--- config.mk ---
export PLATFORM = sky130hd
export DESIGN_NAME = sb_param_staged
export DESIGN_NICKNAME = d
export VERILOG_FILES = /design/src/rtl/sb_pkg.sv /design/src/rtl/sb_out_cell.sv /design/src/rtl/sb_param_staged.sv
export SDC_FILE = /design/constraint.sdc
export NUM_CORES = 1
export LEC_CHECK = 0
export CORE_ASPECT_RATIO = 0.9
export CORE_MARGIN = 2
export CORE_UTILIZATION = 36
export CTS_CLUSTER_DIAMETER = 50
export DETAILED_ROUTE_END_ITERATION = 10
export GPL_ROUTABILITY_DRIVEN = 0
export SLEW_MARGIN = 40
export SYNTH_ARGS = -nofsm -noshare
export SYNTH_HDL_FRONTEND = slang
export SYNTH_SLANG_ARGS = --single-unit
--- constraint.sdc ---
create_clock -name clk -period 7.5 [get_ports clk]
set_input_delay 1.5 -clock clk [delete_from_list [all_inputs] [get_ports clk]]
set_output_delay 1.5 -clock clk [all_outputs]
set_load 0.02 [all_outputs]
--- src/rtl/sb_pkg.sv ---
// rtl/sb_pkg.sv - shared constants and config-field helpers for the parametrised switch box
package sb_pkg;

    localparam int SIDES           = 4;
    localparam int CFG_WORD_W      = 32;
    localparam int FIELD_W         = 4;
    localparam int SEL_W           = 3;
    localparam int FIELDS_PER_WORD = 8;

    // One 4-bit field per output, eight fields per 32-bit config word.
    function automatic int num_words(input int tracks);
        return (SIDES * tracks) / FIELDS_PER_WORD;
    endfunction

    function automatic int field_word(input int o);
        return o / FIELDS_PER_WORD;
    endfunction

    function automatic int field_nib(input int o);
        return o % FIELDS_PER_WORD;
    endfunction

endpackage

--- src/rtl/sb_out_cell.sv ---
// rtl/sb_out_cell.sv - one switch-box output: source mux, out-of-range zeroing, optional register
//
// Ports:
//   clk, reset : clock, asynchronous active-high reset
//   side_i     : candidate tracks from sides (s+1), (s+2), (s+3), WIDTH bits each
//   pe_i       : PE results, WIDTH bits each
//   sel_i      : source select (0..2 sides, 3.. PEs, beyond that zero)
//   reg_en_i   : 1 = drive the registered mux value, 0 = drive the mux directly
//   out_o      : output track
import sb_pkg::*;

module sb_out_cell #(
    parameter int WIDTH  = 1,
    parameter int NUM_PE = 1
) (
    input  logic                    clk,
    input  logic                    reset,
    input  logic [3*WIDTH-1:0]      side_i,
    input  logic [NUM_PE*WIDTH-1:0] pe_i,
    input  logic [SEL_W-1:0]        sel_i,
    input  logic                    reg_en_i,
    output logic [WIDTH-1:0]        out_o
);

    logic [WIDTH-1:0] mux_d;
    logic [WIDTH-1:0] out_reg_q;

    // Any select that matches no source falls through to the zero default.
    always_comb begin
        mux_d = '0;
        for (int k = 0; k < 3; k++) begin
            if (sel_i == SEL_W'(k)) begin
                mux_d = side_i[k*WIDTH +: WIDTH];
            end
        end
        for (int p = 0; p < NUM_PE; p++) begin
            if (sel_i == SEL_W'(3 + p)) begin
                mux_d = pe_i[p*WIDTH +: WIDTH];
            end
        end
    end

    // Registered copy runs every cycle so switching reg_en on picks up a current value.
    always_ff @(posedge clk or posedge reset) begin
        if (reset) begin
            out_reg_q <= '0;
        end else begin
            out_reg_q <= mux_d;
        end
    end

    assign out_o = reg_en_i ? out_reg_q : mux_d;

endmodule

--- src/rtl/sb_param_staged.sv ---
// rtl/sb_param_staged.sv - parametrised switch box with shadow/active config, commit and readback
//
// Ports:
//   clk, reset      : clock, asynchronous active-high reset
//   in_wire         : 4*TRACKS input tracks, side s track t at [(s*TRACKS+t)*WIDTH +: WIDTH]
//   out_wire        : 4*TRACKS output tracks, same packing
//   pe_output       : NUM_PE PE results, PE p at [p*WIDTH +: WIDTH]
//   config_addr     : config word index
//   config_data     : write data for the shadow word
//   config_en       : write strobe into shadow config
//   config_commit   : copy whole shadow into active config
//   config_rd_en    : readback request of shadow[config_addr]
//   config_rd_data  : readback data, valid the cycle after the request
//   config_rd_valid : readback valid
import sb_pkg::*;

module sb_param_staged #(
    parameter int TRACKS     = 4,
    parameter int WIDTH      = 1,
    parameter int NUM_PE     = 1,
    parameter int CFG_ADDR_W = 8
) (
    input  logic                           clk,
    input  logic                           reset,
    input  logic [SIDES*TRACKS*WIDTH-1:0]  in_wire,
    output logic [SIDES*TRACKS*WIDTH-1:0]  out_wire,
    input  logic [NUM_PE*WIDTH-1:0]        pe_output,
    input  logic [CFG_ADDR_W-1:0]          config_addr,
    input  logic [CFG_WORD_W-1:0]          config_data,
    input  logic                           config_en,
    input  logic                           config_commit,
    input  logic                           config_rd_en,
    output logic [CFG_WORD_W-1:0]          config_rd_data,
    output logic                           config_rd_valid
);

    localparam int NUM_WORDS = num_words(TRACKS);

    logic [CFG_WORD_W-1:0] shadow_q [NUM_WORDS];
    logic [CFG_WORD_W-1:0] shadow_d [NUM_WORDS];
    logic [CFG_WORD_W-1:0] active_q [NUM_WORDS];
    logic [CFG_WORD_W-1:0] active_d [NUM_WORDS];
    logic [CFG_WORD_W-1:0] rd_data_q;
    logic [CFG_WORD_W-1:0] rd_data_d;
    logic                  rd_valid_q;
    logic                  rd_valid_d;

    // Commit and readback both look at shadow_q, so a same-cycle write is
    // invisible to them: commit takes the old shadow, readback returns the old word.
    // Addresses matching no word leave the shadow untouched and read back as zero.
    always_comb begin
        shadow_d   = shadow_q;
        active_d   = active_q;
        rd_data_d  = rd_data_q;
        rd_valid_d = config_rd_en;
        if (config_commit) begin
            active_d = shadow_q;
        end
        if (config_rd_en) begin
            rd_data_d = '0;
        end
        for (int w = 0; w < NUM_WORDS; w++) begin
            if (config_en && (config_addr == CFG_ADDR_W'(w))) begin
                shadow_d[w] = config_data;
            end
            if (config_rd_en && (config_addr == CFG_ADDR_W'(w))) begin
                rd_data_d = shadow_q[w];
            end
        end
    end

    always_ff @(posedge clk or posedge reset) begin
        if (reset) begin
            for (int w = 0; w < NUM_WORDS; w++) begin
                shadow_q[w] <= '0;
                active_q[w] <= '0;
            end
            rd_data_q  <= '0;
            rd_valid_q <= 1'b0;
        end else begin
            shadow_q   <= shadow_d;
            active_q   <= active_d;
            rd_data_q  <= rd_data_d;
            rd_valid_q <= rd_valid_d;
        end
    end

    assign config_rd_data  = rd_data_q;
    assign config_rd_valid = rd_valid_q;

    for (genvar s = 0; s < SIDES; s++) begin : g_side
        for (genvar t = 0; t < TRACKS; t++) begin : g_track
            localparam int O = s * TRACKS + t;
            localparam int W = field_word(O);
            localparam int N = field_nib(O);

            logic [FIELD_W-1:0] field;
            logic [3*WIDTH-1:0] sides;

            assign field = active_q[W][N*FIELD_W +: FIELD_W];

            // Disjoint topology: candidate k is side (s+k+1) on the same track index.
            for (genvar k = 0; k < 3; k++) begin : g_src
                assign sides[k*WIDTH +: WIDTH] =
                    in_wire[(((s + k + 1) % SIDES) * TRACKS + t) * WIDTH +: WIDTH];
            end

            sb_out_cell #(
                .WIDTH  (WIDTH),
                .NUM_PE (NUM_PE)
            ) u_cell (
                .clk      (clk),
                .reset    (reset),
                .side_i   (sides),
                .pe_i     (pe_output),
                .sel_i    (field[SEL_W-1:0]),
                .reg_en_i (field[FIELD_W-1]),
                .out_o    (out_wire[O*WIDTH +: WIDTH])
            );
        end
    end

endmodule
==> results by group <==
Finish
  • Share of layout cells above drive strength 1: 0.3717
  • Nets: 684
  • Post-Layout Cell Count: 923
  • Post-layout util: 0.4551
  • Layout area overhead: 23.77%

Detailed routing
  • Residual DRC: 0
  • Routed Antenna Nets: 0
  • Wire per inst: 19.51 um
  • DR pass1 iterations: 4
  • Total wire length: 18,010 um
  • Starting DRT DRC Count: ~150
  • Vias per cell: about 4.9
  • Vias: 4,560

CTS
  • Postcts setup bufs: 0
  • TritonCTS Buffers: 17
  • CTS HTree Levels: 4
  • Longest Clk Path Bufs: 2
  • Root Driver: clkbuf_16
  • CTS tree: yes
  • Cts hold-fix bufs: 0
  • CTS resizes: 0
  • Worst-Skew Late Latency: 420 ps
  • Clk sink count: roughly 180
  • Clock slew at reported path FFs: ~70 ps

Synth
  • Synth unique cells: 18
  • Synth warn: 0
  • Post-synthesis sequential area ratio: 0.5782
  • Flops & latches, synth: 177
  • Mapped Area: 7660 sq um
  • Mean post-synth cell area: 14.40 sq um
  • Synth Net Count: 594
  • Mapped Cells: 532

Timing
  • Slew Limit Headroom: 0.4945
  • Ratio of final minimum period to clock period: 0.6675
  • Worst Clk Skew: 9.907 ps
  • Max-slew violations: 0
  • Setup Viol. Count Final: 0
  • Unrepaired setup endpoints after global routing: no
  • Tmin final: roughly 5000 ps
  • Hold Vio Cnt, Final: 0
  • Setup_tns: 0 ps
  • Worst-margin pin slew: 758.2 ps
  • FMAX: 0.1998 GHz

Job
  • Max_cap viols: 0

Power
  • LEAKAGE: 4.288 nW
  • Pwr dens: 228.1 nW/um^2
  • Overall Power: 0.002162 W
  • Worst vdd ir: around 0.13 mV

Global route
  • Vias in the first global route: just over 5,000
  • Total global-route track usage: 0.1705
  • Largest net degree at the start of global routing: 66
  • Global-route wire length before repair: 28,750 um
  • Grt ovf: 0
  • Initial antenna violation count: 3

Floorplan
  • Initial Util: 0.3677
  • Die height: 142.4 um
  • Row count: 50
  • Core area: 20,830 sq um
  • Top-Level Pins: 111
  • Die Width: between 150 and 200 um
  • Die Footprint: around 22,000 sq um

Run status
  • Status: finished, final reports clean

Place
  • DP HPWL: around 12,000 um
  • DP Cell Count: 889
  • Buffers added on ports: 110

Critical path
  • CP max FO: 3
  • Required arrival time at the worst endpoint: 6000 ps
  • CP Capture Type: output pin
  • Critical path class: in -> out
  • Arrival time worst endpoint: 3510 ps
  • Startpoint type of the worst setup path: input port
  • R2R Setup Slk: around 6300 ps

Min path
  • Worst min-delay path category: reg -> reg
[flip-flops by register name (all words and copies together) (netlist names)]
name,cells
config_rd_valid,1
shadow_q,64
active_q,64
config_rd_data,32
g_side.g_track.u_cell.out_reg_q,16
[Yosys cell counts (all sizes together)]
library cell  instances  share of area
mux4                 16          0.047
nand4b                1         0.0020
buf                  35          0.033
mux2                176           0.26
inv                  33          0.016
nand2                33          0.016
and4                  1         0.0011
nor3                  1        0.00065
o22ai                32          0.026
nor4                  1         0.0028
clkbuf               10         0.0051
dfrtp               177           0.58
nor2b                16          0.013
[layout make-up]
type,instances,area (sq um)
fill,1867,11350
sequential,177,4429
multi-input combinational,277,2819
timing repair buffer,116,1136
clock buffer,19,452.9
tap,286,357.8
clock inverter,13,151.4
inverter,33,128.9
antenna,2,5.005
[routing by layer]
metal | GRT usage | wire length, um
met5 | 0 | 7
met4 | 0.03589 | 130
met3 | 0.06425 | 1089
met2 | 0.2696 | 8521
met1 | 0.2244 | 8261
[stage by stage]
stage	instance area [sq um]	setup WS, ps	hold WS (ps)
2_1_floorplan	7660	1198	407.6
3_5_place_dp	8867	2481	427.2
4_1_cts	9472	2469	440.5
6_report	9480	2494	437.2
3_3_place_gp	8865	1946	426.3
5_1_grt	9475	2456	461.2
[layout by cell type, fill, tap and decap left out]
cell	synthesis	final
bufinv_16	0	2
buf_4	17	5
inv_6	0	3
clkinvlp_4	0	2
inv_8	0	2
nor4_4	1	1
buf_2	9	3
nand4b_2	1	1
diode_2	0	2
nor2b_1	16	16
clkinv_4	0	3
clkbuf_8	0	2
clkbuf_16	0	17
buf_6	6	2
nand2_1	33	33
and4_4	0	1
clkinv_2	0	2
o22ai_1	32	32
mux4_2	16	16
dfrtp_1	177	177
clkdlybuf4s50_1	0	106
inv_1	33	32
nor3_1	1	1
mux2_1	2	2
mux2_2	174	174
[cell families (layout without fill, tap and decap cells)]
family          after synthesis  count (layout)  share of synthesized area
simple gates                 53              53                    0.03577
other cells                   0               2                          0
compound gates               32              32                    0.02613
mux                         192             192                     0.3058
buf+inv                      78             181                    0.05407
flops                       177             177                     0.5782
[power by group]
group	switching [W]	internal [W]	total (W)	leakage [nW]
logic	0.000101	0.000122	0.000223	1.58
clock network	0.000394	0.000516	0.000910	0.294
registers	0.0000279	0.00100	0.00103	2.41
[critical path: stages]
cell and delay [ps]:
clkdlybuf4s50_1 540, mux4_2 510, nor2b_1 150, mux2_2 270, clkdlybuf4s50_1 540
[worst paths after layout]
kind | start | endpoint | cells past startpoint
setup / recovery | in_wire[7] | out_wire[15] | 5
hold / removal | active_q[62] | g_side[1].g_track[3].u_cell.out_reg_q | 1
setup reg to reg | active_q[36] | g_side[0].g_track[1].u_cell.out_reg_q | 2
hold reg to reg | active_q[62] | g_side[1].g_track[3].u_cell.out_reg_q | 1
max in group asynchronous | reset | shadow_q[18] | 3
min in group asynchronous | reset | active_q[39] | 2
No activity file was read; power rests on OpenSTA's default activity.
